`src/rtl/stream_mux_pkg.sv`:
```
// Shared constants and helpers for the stream multiplexer family.
package stream_mux_pkg;

  localparam logic MODE_SEL = 1'b0;
  localparam logic MODE_RR  = 1'b1;

  // Select width that stays at least one bit, even for two channels.
  function automatic int clog2_safe(input int n);
    return (n <= 2) ? 1 : $clog2(n);
  endfunction

endpackage

```
`src/rtl/stream_mux_n_rr_pick.sv`:
```
// Rotate-priority picker: first requester after ptr (wrapping) wins.
module rr_pick
  import stream_mux_pkg::*;
#(
  parameter int NCH  = 4,
  parameter int SELW = clog2_safe(NCH)
) (
  input  logic [NCH-1:0]  req,
  input  logic [SELW-1:0] ptr,
  output logic [SELW-1:0] grant,
  output logic            gvalid
);

  always_comb begin
    logic [SELW-1:0] idx;
    grant  = '0;
    gvalid = 1'b0;
    idx    = '0;
    for (int k = 1; k <= NCH; k++) begin
      idx = SELW'((int'(ptr) + k) % NCH);
      if (!gvalid && req[idx]) begin
        gvalid = 1'b1;
        grant  = idx;
      end
    end
  end

endmodule

```
`src/rtl/stream_mux_n.sv`:
```
// N-channel registered stream mux with external-select or round-robin grant.
// Optional parity output enabled by defining STREAM_MUX_PARITY_EN.
module stream_mux_n
  import stream_mux_pkg::*;
#(
  parameter int    NCH   = 4,
  parameter int    WIDTH = 8,
  localparam int   SELW  = clog2_safe(NCH)
) (
  input  logic                 clk,
  input  logic                 rst_n,
  input  logic [NCH*WIDTH-1:0] in_data,
  input  logic [NCH-1:0]       in_valid,
  output logic [NCH-1:0]       in_ready,
  input  logic [SELW-1:0]      sel,
  input  logic                 mode,
  output logic [WIDTH-1:0]     out_data,
  output logic                 out_valid,
  input  logic                 out_ready,
  output logic [SELW-1:0]      out_ch
`ifdef STREAM_MUX_PARITY_EN
  ,
  output logic                 out_par
`endif
);

  logic [SELW-1:0]  ptr;
  logic [SELW-1:0]  rr_grant;
  logic             rr_gvalid;
  logic [SELW-1:0]  grant;
  logic             gvalid;
  logic             load_en;
  logic             xfer;
  logic [WIDTH-1:0] cap_data;

  rr_pick #(.NCH(NCH), .SELW(SELW)) u_rr_pick (
    .req    (in_valid),
    .ptr    (ptr),
    .grant  (rr_grant),
    .gvalid (rr_gvalid)
  );

  assign load_en = !out_valid || out_ready;
  assign xfer    = load_en && gvalid;

  // An out-of-range sel matches no channel, so it never grants.
  always_comb begin
    grant  = rr_grant;
    gvalid = rr_gvalid;
    if (mode == MODE_SEL) begin
      grant  = sel;
      gvalid = 1'b0;
      for (int i = 0; i < NCH; i++) begin
        if (sel == SELW'(i)) gvalid = in_valid[i];
      end
    end
  end

  always_comb begin
    in_ready = '0;
    cap_data = '0;
    for (int i = 0; i < NCH; i++) begin
      if (grant == SELW'(i)) begin
        in_ready[i] = xfer;
        cap_data    = in_data[i*WIDTH +: WIDTH];
      end
    end
  end

  always_ff @(posedge clk or negedge rst_n) begin
    if (!rst_n) begin
      out_valid <= 1'b0;
      out_data  <= '0;
      out_ch    <= '0;
      ptr       <= SELW'(NCH - 1);
`ifdef STREAM_MUX_PARITY_EN
      out_par   <= 1'b0;
`endif
    end else if (load_en) begin
      out_valid <= xfer;
      if (xfer) begin
        out_data <= cap_data;
        out_ch   <= grant;
        ptr      <= grant;
`ifdef STREAM_MUX_PARITY_EN
        out_par  <= ^cap_data;
`endif
      end
    end
  end

endmodule

```
`config.mk`:
```
export PLATFORM = sky130hd
export DESIGN_NAME = stream_mux_n
export DESIGN_NICKNAME = d
export VERILOG_FILES = /design/src/rtl/stream_mux_pkg.sv /design/src/rtl/stream_mux_n_rr_pick.sv /design/src/rtl/stream_mux_n.sv
export SDC_FILE = /design/constraint.sdc
export NUM_CORES = 1
export LEC_CHECK = 0
export BUFFER_PORTS_ARGS = -buffer_cell sky130_fd_sc_hd__buf_2
export CORE_ASPECT_RATIO = 0.8
export CORE_UTILIZATION = 39
export CTS_CLUSTER_DIAMETER = 200
export CTS_CLUSTER_SIZE = 14
export DETAILED_ROUTE_END_ITERATION = 6
export MAX_ROUTING_LAYER = met4
export PLACE_DENSITY = 0.75
export SYNTH_ARGS = -nofsm -noshare
export SYNTH_HDL_FRONTEND = slang
export SYNTH_HIERARCHICAL = 1
export SYNTH_SLANG_ARGS = --single-unit
```
`constraint.sdc`:
```
create_clock -name clk -period 1.75 [get_ports clk]
set_input_delay 0 -clock clk [delete_from_list [all_inputs] [get_ports clk]]
set_output_delay 0 -clock clk [all_outputs]
set_load 0.03 [all_outputs]
```
==> reports/results.tsv <==
metric	value	unit
status	complete, but fails checks	
violations	negative setup slack	
netlist-cell-type-count	24	
worst_hold_slack	0.0210	ns
coreArea	0.00227	mm2
ioPinCount	57	
drt_wl_total	2430	um
maxSlewHeadroom	80.4	%
cts.clk_slew.worst_paths	0.08	ns
worstPathArrival	2.20	ns
met2_usage	34.7	%
synthArstFlopShare	100	%
netlist_area	985	um2
use_met3	4.41	%
drc_errors	0	
drive_gt1_share	63.0	%
hpwl	1860	um
p_per_area	923	mW/mm2
timing.final.ws_setup	-0.233	ns
rsz0062_at_grt	yes	
wl_per_cell	12.2	um
cts_tree	done	
via_per_inst	4.77	
ys_ff_latch	13	
core.rowCount	15	
syn_inst	95	
cts_buffer_depth	2	
die-area	0.00273	mm2
finalPower	0.00141	W
numCtsBuffers	3	
first_global_vias	938	
syn-num-nets	137	
grt_max_degree	16	
synth_warnings	6	
numPortBuffers	56	
antenna_cells	0	
dr_total_vias	950	
synth-edff-count	0	
start_util	43.4	%
antenna_found_initial	0	
clock_skew	0.000655	ns
end_kind	register	
drt-pass1-iter-count	4	
synth_top_flop_cell	dfrtp_1	
use_met1	24.8	%
area_delta_synth_final	55.4	%
worst_slew_pin_slew	0.294	ns
finalMaxSlewViolations	0	
setup_viol	13	
grt_pass1_wl	3980	um
grt-busiest-layer	met2	
crit_path_max_fanout	5	
root_buffer	clkbuf_4	
yosysSeqAreaShare	33.3	%
fin_crit	1.98	ns
p_leak	0.806	nW
period_share	113	%
placed_cells	187	
die_x	58.2	um
min_path_type	in -> reg	
critPathLaunchType	register	
fmax	504	MHz
finalNonFillerCells	199	
track_usage	20.5	%
fin_nets	208	
gp_congestion	0.781	
required	1.97	ns
path_class	reg -> reg	
grt.overflow.total	0	
hold_viol	0	
htree_levels	1	
clk_latency	0.28	ns
cts.sinks	13	
drtAntennaViolNets	0	
first_iter_violations	19	
avgSynthCellArea	10.4	um2
die_height	46.9	um
cap_violations	0	
peakVddDrop	0.000405	V
-- routing by layer --
layer  part of all wire, %  wire (um)  vias up
met5                     0          0        -
li1                      -          -      477
met1                    43       1050      429
met3                   5.2        126        4
met2                    50       1220       40
met4                   1.1         26        0
-- power breakdown --
part / internal, W / switching, W / leakage (nW) / total [W]
combinational: 0.000377 / 0.000416 / 0.640 / 0.000793
sequential: 0.000381 / 0.0000469 / 0.151 / 0.000428
clock: 0.0000885 / 0.000103 / 0.0150 / 0.000191
total: 0.000846 / 0.000566 / 0.806 / 0.00141
-- final timing paths --
kind                                  start           to  slack (ns)  cells after the start
worst min-delay path              out_ready    out_valid        0.02                      3
worst min register to register  out_data[4]  out_data[4]        0.49                      2
worst max register to register       ptr[1]  out_data[6]       -0.23                      9
worst max-delay path                 ptr[1]  out_data[6]       -0.23                      9
max in group asynchronous             rst_n       ptr[1]        1.33                      2
min in group asynchronous             rst_n    out_valid        0.14                      2
-- metrics by stage --
step                      area (um2)  TNS, ns  setup slack (ns)  util (%)
after CTS                       1500    -2.09            -0.202      66.2
after detailed placement        1360    -1.39            -0.183      59.8
after global placement          1360   -0.654           -0.0857      59.8
after global routing            1530    -3.41            -0.312      67.4
after floorplan                 1030    -1.05            -0.173         -
final                           1530    -2.37            -0.233      67.4
-- sequential cells by signal, indices dropped and copies added, names as in the netlist --
signal	count
out_ch	2
out_data	8
out_valid	1
ptr	2
-- timing repair --
| item | CTS | global route |
|---|---|---|
| endpoints found under the hold margin | 13 | 0 |
| pin swaps | 5 | 1 |
| hold buffers | 1 | 0 |
| setup buffers | 5 | 1 |
| resized for setup | 15 | 5 |
| cloned | 1 | 0 |
| endpoints found under the setup margin | 14 | 14 |
-- cells in the mapped netlist (all sizes together), types with 2 or more instances --
library cell | number | area [um2]
dfstp | 2 | 52.6
mux2 | 9 | 101
nand2b | 6 | 37.5
dfrtp | 11 | 275
nor3 | 2 | 10.0
a21boi | 2 | 15.0
a21oi | 5 | 28.8
mux2i | 20 | 204
inv | 5 | 18.8
nand2 | 10 | 37.5
buf | 5 | 55.1
nor2 | 5 | 18.8
o21ai | 8 | 66.3
-- cell type report --
| type | instances | area (um2) |
|---|---|---|
| fill | 189 | 741 |
| sequential | 13 | 328 |
| clock buffer | 4 | 26.3 |
| multi-input combinational | 72 | 671 |
| timing repair buffer | 71 | 444 |
| inverter | 5 | 18.8 |
| tap | 34 | 42.5 |
-- worst max-delay path: stages (launching register included) --
cell	delay (ns)
dfstp_2	0.58
buf_4	0.12
a21oi_1	0.07
a31oi_2	0.16
a21oi_2	0.10
mux2i_4	0.17
buf_4	0.16
buf_4	0.14
mux2_4	0.30
o21ai_2	0.12
-- layout by cell type, fill, tap and decap left out, drive strengths merged --
cell type | Yosys | layout
a21boi | 2 | 2
a21oi | 5 | 5
a31oi | 1 | 1
and2b | 1 | 1
buf | 5 | 70
clkbuf | 0 | 4
dfrtp | 11 | 11
dfstp | 2 | 2
dlygate4sd3 | 0 | 1
inv | 5 | 5
mux2 | 9 | 9
mux2i | 20 | 20
mux4 | 1 | 1
nand2 | 10 | 10
nand2b | 6 | 6
nor2 | 5 | 5
nor3 | 2 | 2
o211ai | 1 | 1
o21ai | 8 | 8
o221ai | 1 | 1
-- kinds of logic (layout without fill, tap and decap cells) --
group | count (synthesis) | in the layout | share of synthesized area, %
flip-flops | 13 | 13 | 33.3
buffers and inverters | 10 | 80 | 7.50
multiplexers | 30 | 30 | 33.3
AO/OA/AOI/OAI | 18 | 18 | 14.6
AND/OR/NAND/NOR | 24 | 24 | 11.3
(Power assumes the default switching activity.)
